### config.mk
export PLATFORM = sky130hd
export DESIGN_NAME = wb_stage
export DESIGN_NICKNAME = d
export VERILOG_FILES = /design/src/rtl/wb_stage.sv
export SDC_FILE = /design/constraint.sdc
export NUM_CORES = 1
export LEC_CHECK = 0
export ABC_AREA = 1
export BUFFER_PORTS_ARGS = -buffer_cell sky130_fd_sc_hd__clkbuf_2
export CAP_MARGIN = 10
export CORE_MARGIN = 1
export CORE_UTILIZATION = 30
export DETAILED_ROUTE_END_ITERATION = 16
export SLEW_MARGIN = 5
export SYNTH_ARGS = -nofsm -noshare
export SYNTH_HDL_FRONTEND = slang
export SYNTH_SLANG_ARGS = --single-unit
### constraint.sdc
create_clock -name clk -period 4.05 [get_ports clk]
set_input_delay 0.2025 -clock clk [delete_from_list [all_inputs] [get_ports clk]]
set_output_delay 0.2025 -clock clk [all_outputs]
set_load 0.02 [all_outputs]
### src/rtl/wb_stage.sv
`default_nettype none
// ============================================================================
// Module   : wb_stage
// Purpose  : MEM/WB pipeline register with result select, load alignment,
//            stall/flush control and a retired-instruction counter.
// Revision : 1.0 - initial release
// ============================================================================
module wb_stage #(
  parameter int XLEN   = 32,
  parameter int REG_AW = 5,
  parameter int CNT_W  = 64
) (
  input  logic              clk,
  input  logic              reset,
  input  logic              in_valid,
  input  logic              stall,
  input  logic              flush,
  input  logic [2:0]        wb_sel,
  input  logic [2:0]        funct3,
  input  logic              reg_write,
  input  logic [REG_AW-1:0] rd_addr,
  input  logic [XLEN-1:0]   alu_result,
  input  logic [XLEN-1:0]   mem_rdata,
  input  logic [XLEN-1:0]   pc,
  input  logic [XLEN-1:0]   imm,
  output logic              wb_valid,
  output logic              rd_we,
  output logic [REG_AW-1:0] rd_waddr,
  output logic [XLEN-1:0]   rd_data,
  output logic [CNT_W-1:0]  instret
);

  localparam int c_offw = $clog2(XLEN / 8);

  logic [c_offw-1:0] w_off;
  logic [XLEN-1:0]   w_shifted;
  logic [XLEN-1:0]   w_word_s;
  logic [XLEN-1:0]   w_word_u;
  logic [XLEN-1:0]   w_load;
  logic [XLEN-1:0]   w_result;
  logic              w_we;
  logic              w_capture;

  logic              r_valid;
  logic              r_we;
  logic [REG_AW-1:0] r_waddr;
  logic [XLEN-1:0]   r_data;
  logic [CNT_W-1:0]  r_instret;

  // Misaligned offsets simply shift zeros in from the top.
  assign w_off     = alu_result[c_offw-1:0];
  assign w_shifted = mem_rdata >> {w_off, 3'b000};
  assign w_word_s  = XLEN'($signed(w_shifted[31:0]));
  assign w_word_u  = XLEN'(w_shifted[31:0]);

  always_comb begin
    w_load = w_word_s;
    case (funct3)
      3'b000:  w_load = XLEN'($signed(w_shifted[7:0]));
      3'b100:  w_load = XLEN'(w_shifted[7:0]);
      3'b001:  w_load = XLEN'($signed(w_shifted[15:0]));
      3'b101:  w_load = XLEN'(w_shifted[15:0]);
      3'b010:  w_load = w_word_s;
      3'b110:  w_load = (XLEN == 64) ? w_word_u : w_word_s;
      3'b011:  w_load = (XLEN == 64) ? w_shifted : w_word_s;
      3'b111:  w_load = mem_rdata;
      default: w_load = w_word_s;
    endcase
  end

  always_comb begin
    w_result = alu_result;
    case (wb_sel)
      3'd1:    w_result = w_load;
      3'd2:    w_result = pc + XLEN'(4);
      3'd3:    w_result = imm;
      3'd4:    w_result = pc + imm;
      default: w_result = alu_result;
    endcase
  end

  // x0 is hard-wired zero, so a write to it is never issued.
  assign w_we      = in_valid & reg_write & (rd_addr != '0);
  assign w_capture = ~flush & ~stall;

  always_ff @(posedge clk or posedge reset) begin
    if (reset) begin
      r_valid   <= 1'b0;
      r_we      <= 1'b0;
      r_waddr   <= '0;
      r_data    <= '0;
      r_instret <= '0;
    end else if (flush) begin
      r_valid <= 1'b0;
      r_we    <= 1'b0;
    end else if (w_capture) begin
      r_valid <= in_valid;
      r_we    <= w_we;
      r_waddr <= rd_addr;
      r_data  <= w_result;
      if (in_valid) begin
        r_instret <= r_instret + CNT_W'(1);
      end
    end
  end

  assign wb_valid = r_valid;
  assign rd_we    = r_we;
  assign rd_waddr = r_waddr;
  assign rd_data  = r_data;
  assign instret  = r_instret;

endmodule
`default_nettype wire

==> results.json, run 1 <==
{
  "outcome": "completed",
  "drtIter0Drc": 1037,
  "grt_pass1_wl_mm": 65.5,
  "nNetsFinal": 2151,
  "rows": 67,
  "insertion_delay_ns": 0.34,
  "cts.sinks": 103,
  "path_clk_slew_ns": 0.07,
  "via_per_inst": 4.97,
  "cp-end-kind": "flop",
  "cts.repair.resized": 0,
  "tightestPinTransition_ns": 1.06,
  "yosys.area.top_type": "dfrtp_1",
  "slew_violations": 0,
  "yosysTopAreaCellShare": 0.252,
  "fin_ws_ns": 1.64,
  "die_w_um": 187,
  "clock-root-buffer": "clkbuf_16",
  "grt_overflow": 0,
  "critical-path-top-delay-family": "simple AND/OR/NAND/NOR gates",
  "required_ns": 4.29,
  "finalSetupTns_ns": 0,
  "combPwrFrac": 0.351,
  "p_per_area_nw_per_um2": 260,
  "synth_flop_cell": "dfrtp_1",
  "worst_clock_skew_ns": 0.00862,
  "ys_top_cells_by_area": "dfrtp_1 25%, nand2_1 23%, inv_1 8.8%",
  "final_common_cell": "nand2_1",
  "seq_area_frac_synth": 0.252,
  "firstDrtPassIters": 6,
  "yosys.cell_types.count": 48,
  "core_area_um2": 33500,
  "cp-start-kind": "primary input",
  "p_leak_uw": 0.00681,
  "route.vias.total": 12100,
  "cts_inserted_buffers": 9,
  "cts_tree": "done",
  "cts_buffer_depth": 2,
  "path_max_fanout": 28,
  "yosysWarnings": 0,
  "htreeDepth": 3,
  "grt.total_usage": 0.243,
  "syn2layout_area_growth_pct": 19.4,
  "hpwl_mm": 35.9,
  "finalSetupViolations": 0,
  "arrival_ns": 2.65,
  "layout_min_cycle_time_ns": 2.41,
  "synthArstFlopShare": 1.00,
  "p_int_uw": 1910,
  "seqPwrFrac": 0.378,
  "hold_path.class": "in2async",
  "synth_area_per_cell_um2": 5.87,
  "drc": 0,
  "cts_setup_buffers": 0,
  "max_slew_margin": 0.285,
  "ys_ff_latch": 103,
  "hold_viol_final": 0,
  "hold_buffers": 0,
  "routabilityCongestion": 0.945,
  "antenna_left": 0,
  "post_drt_wl_per_cell_um": 17.6,
  "rsz0062_at_grt": "no",
  "whs_ns": 0.0586,
  "port-buffer-count": 247,
  "fp.dieH_um": 187,
  "synthCells": 1743,
  "fin_crit_sh": 0.596,
  "instances_no_fill": 2428,
  "worst-path-buf-inv": 5,
  "cpMostUsedCell": "nand2_1",
  "vdd_ir_drop_max_mv": 0.201,
  "totalWireLength_mm": 42.8,
  "path_class": "in2reg",
  "ios": 248,
  "start_util": 0.305,
  "synth_edf_count": 0,
  "p_sw_frac": 0.399,
  "place_ws_ns": 1.30,
  "grt_max_degree": 77,
  "final_cell_mix": "629 x nand2_1, 247 x clkbuf_2, 240 x inv_1",
  "power_frac_clock": 0.271,
  "max_freq_mhz": 414,
  "antenna_found_initial": 3,
  "synthesis.area_um2": 10200,
  "cpMaxStageDelayCell": "nor3_4",
  "drive_above_1_share": 0.164,
  "p_switching_uw": 1270,
  "grt_pass1_vias": 11300,
  "die_area_um2": 34900,
  "worstPathCellList": "clkbuf_2 > inv_1 > nor3_4 > inv_2 > nand3_2 > buf_4 > nand2_1 > clkinv_1 > nand2_1 > a21oi_1 > nand2_1 > nand2_1 > nand2_1",
  "cap_violations": 0,
  "dp.cells": 2409,
  "critical-path-max-stage-delay_ns": 0.54,
  "syn_nets": 1922
}
[metrics by stage]
stage / total power, uW / cell area (um^2) / util
3_3_place_gp: 2320 / 11900 / 0.355
5_1_grt: 3370 / 12200 / 0.364
2_1_floorplan: 1880 / 10200 / -
3_5_place_dp: 2320 / 11900 / 0.355
6_report: 3180 / 12200 / 0.364
4_1_cts: 3190 / 12200 / 0.364
[path summary, 6_finish.rpt]
path                             start          end  slack, ns  cells after the start
max                          wb_sel[1]  rd_data[18]       1.64                     13
min                              reset   rd_data[6]       0.06                      2
max reg2reg                 instret[0]  instret[48]       1.99                     14
min reg2reg                rd_data[13]  rd_data[13]       0.48                      2
max in group asynchronous        reset  instret[41]       3.08                      3
min in group clk            rd_addr[4]  rd_waddr[4]       0.09                      3
[state kept, by name, indices dropped and copies added, names as in the netlist]
signal,cells
rd_we,1
instret,64
rd_waddr,5
wb_valid,1
rd_data,32
[layer usage]
layer	share of wire	GRT usage
met1	0.46	0.340
met2	0.42	0.362
met4	0.037	0.0905
met5	0	0
met3	0.084	0.0560
[cell families (layout without fill, tap and decap cells)]
group,after synthesis,count (layout),synth area share
simple gates,1084,1084,0.452
flops,103,103,0.252
mux,1,1,0.000978
buf+inv,294,528,0.112
compound gates,173,173,0.0949
other cells,0,3,0
fa+ha+maj,34,34,0.0423
xor+xnor,54,54,0.0462
[Yosys cell counts, types with 2 or more instances]
| cell type | count |
|---|---|
| nand2_1 | 629 |
| inv_1 | 241 |
| nor2_1 | 200 |
| nand3_1 | 133 |
| dfrtp_1 | 103 |
| a21oi_1 | 62 |
| o21ai_0 | 61 |
| xor2_1 | 35 |
| ha_1 | 33 |
| nor3_1 | 32 |
| nand4_1 | 28 |
| xnor2_1 | 19 |
| buf_2 | 17 |
| clkbuf_1 | 14 |
| o211ai_1 | 14 |
| inv_2 | 13 |
| nand3b_1 | 12 |
| o21ai_1 | 10 |
| a22oi_1 | 9 |
| nor2_2 | 9 |
| nor4_1 | 8 |
| nand3_2 | 6 |
| buf_4 | 5 |
| nand2_2 | 5 |
| nor2_4 | 5 |
| and2_1 | 4 |
| nor3_4 | 4 |
| or2_2 | 4 |
| a21o_1 | 3 |
| clkinv_1 | 3 |
| a22o_1 | 2 |
| a31oi_1 | 2 |
| nor3_2 | 2 |
| o21bai_1 | 2 |
[cell type report]
type	instances	area, um^2
flip-flops and latches	103	2580
clock buffers	10	239
repair buffers	255	1300
clock inverters	6	53.8
multi-input cells	1346	6520
fillers	3761	21300
inverters	257	967
diodes	3	7.51
well taps	448	561
[power by group through the flow]
stage	Combinational (uW)	Sequential, uW	Clock, uW
3_5_place_dp	1100	1220	0
5_1_grt	1230	1210	928
4_1_cts	1110	1200	888
3_3_place_gp	1100	1220	0
6_report	1110	1200	862
2_1_floorplan	572	1300	0
No activity file was read; power rests on OpenSTA's default activity.
==> run 2: changes to the inputs <==
--- a/config.mk
+++ b/config.mk
@@ -5,7 +5,7 @@
 export SDC_FILE = /design/constraint.sdc
 export NUM_CORES = 1
 export LEC_CHECK = 0
-export ABC_AREA = 1
+export ABC_AREA = 0
 export BUFFER_PORTS_ARGS = -buffer_cell sky130_fd_sc_hd__clkbuf_2
 export CAP_MARGIN = 10
 export CORE_MARGIN = 1
==> constraint.sdc (replaced) <==
create_clock -name clk -period 2.5 [get_ports clk]
set_input_delay 0.125 -clock clk [delete_from_list [all_inputs] [get_ports clk]]
set_output_delay 0.125 -clock clk [all_outputs]
set_load 0.02 [all_outputs]
==> run 2 against run 1 <==
Effect of this change:
- worst hold slack got worse by 0.029 ns
- core utilization up 4.3 points
- worst setup slack lost 1.5 ns
- count of clock-buffer cells in the layout down 1
- flip-flop and latch count unchanged
==> results.json, run 2 <==
{
  "synth_common_cells": "105 x nand2_1, 103 x dfrtp_1, 93 x a21oi_1",
  "clock-root-buffer": "clkbuf_16",
  "syn_nets": 1189,
  "rows": 60,
  "cp-end-kind": "flop",
  "drive_above_1_share": 0.305,
  "route.vias.total": 9052,
  "max_slew_margin": 0.398,
  "instances_no_fill": 1673,
  "largest_register_ffs": 64,
  "grt_max_degree": 59,
  "drc": 0,
  "synthCells": 1010,
  "ios": 248,
  "routabilityCongestion": 0.952,
  "ys_ff_latch": 103,
  "htreeDepth": 3,
  "outcome": "completed",
  "cpMaxStageDelayCell": "dlygate4sd3_1",
  "post_drt_wl_per_cell_um": 19.0,
  "final_common_cell": "clkbuf_2",
  "antenna_left": 0,
  "via_per_inst": 5.41,
  "die_w_um": 168,
  "nNetsFinal": 1506,
  "cts_tree": "done",
  "ys_top_cells_by_area": "dfrtp_1 31%, xnor2_1 7.4%, a21oi_1 5.6%",
  "path_max_fanout": 7,
  "required_ns": 2.74,
  "worstSetupStartpoint": "flush",
  "yosys.cell_types.count": 70,
  "grt_overflow": 0,
  "core_area_um2": 27000,
  "grt_pass1_vias": 8686,
  "synth_edf_count": 0,
  "path_class": "in2reg",
  "port-buffer-count": 247,
  "final_area_um2": 11000,
  "yosysWarnings": 0,
  "dp.cells": 1648,
  "syn2layout_area_growth_pct": 33.1,
  "die_area_um2": 28200,
  "finalSetupViolations": 0,
  "start_util": 0.306,
  "cp-start-kind": "primary input",
  "layout_min_cycle_time_ns": 2.34,
  "diodes": 0,
  "fp.dieH_um": 168,
  "grt.total_usage": 0.223,
  "cpMostUsedCell": "nor2_4",
  "rsz0062_at_grt": "yes",
  "synth_area_per_cell_um2": 8.17,
  "yosys.cell_count.top_type": "nand2_1",
  "min_from": "reg_write",
  "p_per_area_nw_per_um2": 475,
  "antenna_found_initial": 1,
  "worstPathCellList": "dlygate4sd3_1 > clkbuf_2 > or2_2 > nor2_4 > nand2_1 > or3_1 > nor2_4 > buf_4 > and3_4 > nand3_1 > xnor2_1",
  "firstDrtPassIters": 6,
  "tightestPinTransition_ns": 0.901,
  "yosysTopAreaCellShare": 0.312,
  "vdd_ir_drop_max_mv": 0.265,
  "arrival_ns": 2.58,
  "drtIter0Drc": 686,
  "p_leak_uw": 0.00522,
  "rr_startpoint": "instret[16]",
  "synthesis.area_um2": 8260,
  "seq_area_frac_synth": 0.312,
  "hold_path.class": "in2reg",
  "totalWireLength_mm": 31.8,
  "synthArstFlopShare": 1.00,
  "cap_violations": 0,
  "critical-path-max-stage-delay_ns": 0.56,
  "max_freq_mhz": 428,
  "placed_area_um2": 10500,
  "hold_viol_final": 0,
  "final_cell_mix": "247 x clkbuf_2, 104 x nand2_1, 103 x dfrtp_1",
  "hpwl_mm": 25.8,
  "path_clk_slew_ns": 0.07,
  "cts_buffer_depth": 2,
  "synth_flop_cell": "dfrtp_1",
  "yosys.area.top_type": "dfrtp_1",
  "cts.sinks": 103,
  "fin_crit_sh": 0.934,
  "worst_clock_skew_ns": 0.00921,
  "insertion_delay_ns": 0.35,
  "grt_pass1_wl_mm": 48.6,
  "slew_violations": 0,
  "cts_inserted_buffers": 9
}
run 2: cell types whose count changed after synthesis, sizes merged, moves of 13 or more:
cell / previous run / this run
a21oi: 63 / 93
a221oi: 0 / 23
and3: 0 / 27
buf: 23 / 10
clkbuf: 14 / 43
inv: 254 / 18
mux2i: 1 / 15
nand2: 635 / 106
nand3: 139 / 44
nor2: 214 / 89
xnor2: 19 / 70
run 2: cells by family after synthesis:
kind of cell    synth area share
xor+xnor                   0.123
mux                       0.0250
compound gates             0.220
fa+ha+maj                 0.0537
buf+inv                   0.0332
flops                      0.312
simple gates               0.232
run 2: power breakdown:
part / switching [uW] / internal, uW
sequential: 114 / 1810
combinational: 1080 / 703
clock: 715 / 801
total: 1910 / 3310
run 2: metal layers:
metal / up-vias / part of all wire / global-route usage
met5: - / 0.00016 / 0
met3: 57 / 0.065 / 0.0350
met4: 2 / 0.027 / 0.0830
met2: 376 / 0.45 / 0.353
li1: 4324 / - / -
met1: 4293 / 0.46 / 0.305
run 2: worst max-delay path, delay by kind of cell:
kind	cells	cell delay (ns)
and+or+nand+nor	7	1.44
buffers and inverters	3	0.88
xor gates and xnor gates	1	0.13
run 2: layout make-up:
cell class              instances  area, um^2
inverters                      18        71.3
flip-flops and latches        103        2580
multi-input cells             837        5490
well taps                     341         427
repair buffers                358        2110
clock inverters                 7        91.3
clock buffers                   9         225
fillers                      2770       16000
run 2: timing repair:
action	in CTS	in global routing
gates resized for setup	0	12
setup buffers	0	1
hold buffers	7	0
hold endpoints to repair	21	0
endpoints found under the setup margin	0	28
run 2: final timing paths:
path	end	slack (ns)	cells past startpoint
worst max-delay path	instret[45]	0.16	11
worst min-delay path	rd_we	0.03	3
worst max register to register	instret[50]	0.19	10
worst min register to register	instret[63]	0.48	1
max in group asynchronous	rd_data[21]	1.47	4
min in group asynchronous	instret[52]	0.29	3
run 2: metrics by stage:
stage	util	hold slack, ns	TNS (ns)	setup WS, ns	power, uW
after floorplan	-	0.188	0	0.0914	2920
after global routing	0.408	0.0435	-0.0165	-0.00892	5500
final	0.408	0.0294	0	0.164	5220
after CTS	0.405	0.00802	0	0.0454	5250
after detailed placement	0.391	0.116	-1.42	-0.228	3700
after global placement	0.391	0.111	-1.12	-0.266	3680
==> run 3: changes to the inputs <==
--- a/config.mk
+++ b/config.mk
@@ -11,7 +11,9 @@
 export CORE_MARGIN = 1
 export CORE_UTILIZATION = 30
 export DETAILED_ROUTE_END_ITERATION = 16
+export PLACE_DENSITY = 0.51
 export SLEW_MARGIN = 5
 export SYNTH_ARGS = -nofsm -noshare
 export SYNTH_HDL_FRONTEND = slang
 export SYNTH_SLANG_ARGS = --single-unit
+export TNS_END_PERCENT = 100
==> run 3 against run 2 <==
Effect of this change:
- first-iteration DRC count is 22% lower
- sequential power is essentially flat
- register-to-register slack improved by 0.02 ns
- flip-flop and latch count unchanged
- worst setup slack worse by 0.035 ns
- combinational power is essentially flat
- count of clock-buffer cells in the layout unchanged
- via count down 0.78%
- sequential share of layout area decreased by 0.17 points
- design area is 0.75% higher
- wire length fell by 0.59%
- highest routed layer unchanged
- non-clock buffer count rose by 16
- critical path type unchanged
==> results.json, run 3 (synthesis results as in run 2) <==
{
  "final_common_cell": "clkbuf_2",
  "max_slew_margin": 0.461,
  "ff2ff_setup_slack_ns": 0.21,
  "fp.dieH_um": 168,
  "largest_register_ffs": 64,
  "routabilityCongestion": 0.934,
  "p_per_area_nw_per_um2": 470,
  "antenna_left": 0,
  "cts_tree": "done",
  "ios": 248,
  "grtUsageMet1": 0.311,
  "totalWireLength_mm": 31.6,
  "final_cell_mix": "247 x clkbuf_2, 118 x buf_4, 105 x nand2_1",
  "arrival_ns": 2.61,
  "grt.total_usage": 0.221,
  "met3_usage": 0.0346,
  "required_ns": 2.74,
  "grt_pass1_wl_mm": 48.4,
  "vdd_ir_drop_max_mv": 0.275,
  "cp-start-kind": "primary input",
  "top_usage_layer": "met2",
  "die_w_um": 168,
  "rr_startpoint": "instret[0]",
  "port-buffer-count": 247,
  "slew_violations": 0,
  "outcome": "completed",
  "cp-end-kind": "flop",
  "drtIter0Drc": 533,
  "min_from": "reg_write",
  "p_total_uw": 5210,
  "route.vias.total": 8981,
  "hold_path_depth": 3,
  "nNetsFinal": 1522,
  "insertion_delay_ns": 0.36,
  "tightestPinTransition_ns": 0.808,
  "p_leak_uw": 0.00527,
  "grt_pass1_vias": 8546,
  "die_area_um2": 28200,
  "diodes": 0,
  "via_per_inst": 5.32,
  "max_freq_mhz": 422,
  "layout_min_cycle_time_ns": 2.37,
  "firstDrtPassIters": 5,
  "cts_buffer_depth": 2,
  "rows": 60,
  "antenna_found_initial": 1,
  "hold_path.class": "in2reg",
  "whs_ns": 0.0252,
  "drc": 0,
  "finalSetupViolations": 0,
  "hpwl_mm": 25.7,
  "path_class": "in2reg",
  "path_max_fanout": 5,
  "syn2layout_area_growth_pct": 34.1,
  "min_to": "rd_we",
  "htreeDepth": 3,
  "cap_violations": 0,
  "fin_crit_sh": 0.948,
  "drive_above_1_share": 0.310,
  "grt_overflow": 0,
  "worst_clock_skew_ns": 0.0138,
  "start_util": 0.306,
  "core_area_um2": 27000,
  "fin_util": 0.411,
  "cts.sinks": 103,
  "r2r-end": "instret[50]",
  "grt_max_degree": 97,
  "clock-root-buffer": "clkbuf_16",
  "hold_viol_final": 0,
  "r2r_cells": 10,
  "post_drt_wl_per_cell_um": 18.7,
  "cts_inserted_buffers": 9,
  "rsz0062_at_grt": "no",
  "path_clk_slew_ns": 0.08,
  "grt_use_met2": 0.346
}
## run 3: cell count changes in the layout (fill, tap and decap cells not counted), moves of 2 or more
cell / change
o31ai_2: -2
clkinv_4: -2
buf_4: +16
o31ai_1: +2
clkinvlp_4: +2
## run 3: report_power, final
| group | leakage (uW) | internal (uW) | total [uW] | switching (uW) |
|---|---|---|---|---|
| clock | 0.000141 | 790 | 1480 | 693 |
| combinational | 0.00378 | 724 | 1800 | 1080 |
| sequential | 0.00135 | 1810 | 1920 | 119 |
## run 3: worst max-delay path by stage
stage,start,cells past startpoint,endpoint,slack [ns]
2_1_floorplan,instret[13],9,instret[50],0.09
3_3_place_gp,pc[1],14,rd_data[19],-0.39
3_5_place_dp,pc[1],14,rd_data[19],-0.35
4_1_cts,pc[1],14,rd_data[19],0.04
5_1_grt,pc[0],14,rd_data[28],0.01
6_report,flush,11,instret[61],0.13
## run 3: per-layer routing
layer | up-vias | routed length [um] | part of all wire
met2 | 341 | 14300 | 0.45
met5 | - | 12 | 0.00038
met3 | 44 | 1950 | 0.062
met4 | 2 | 624 | 0.020
li1 | 4364 | - | -
met1 | 4230 | 14700 | 0.47
## run 3: final cells by class
| type | count | area (um^2) |
|---|---|---|
| fillers | 2749 | 15900 |
| multi-input cells | 837 | 5450 |
| flip-flops and latches | 103 | 2580 |
| repair buffers | 374 | 2240 |
| well taps | 341 | 427 |
| clock buffers | 9 | 225 |
| clock inverters | 7 | 80.1 |
| inverters | 18 | 71.3 |
## run 3: stage by stage
stage / instance area [um^2] / setup TNS, ns / std cells / setup WS, ns
6_report: 11100 / 0 / 1689 / 0.129
3_3_place_gp: 10700 / -1.78 / 1665 / -0.391
3_5_place_dp: 10700 / -1.97 / 1665 / -0.346
4_1_cts: 11000 / 0 / 1687 / 0.0384
2_1_floorplan: 8260 / 0 / 1010 / 0.0914
5_1_grt: 11100 / 0 / 1689 / 0.0118
## run 3: critical path, stage by stage
cell and delay, ns:
dlygate4sd3_1 0.54, clkbuf_2 0.16, or2_2 0.35, nor2_4 0.17
nand2_1 0.10, or3_1 0.41, nor2_4 0.15, nand2_2 0.12
nor2_4 0.21, nand4_1 0.14, xnor2_1 0.14
## run 3: timing repair
item	in CTS	in global routing
hold buffers	6	0
resized for setup	0	6
endpoints found under the hold margin	13	0
setup buffers	0	1
setup endpoints to repair	0	17
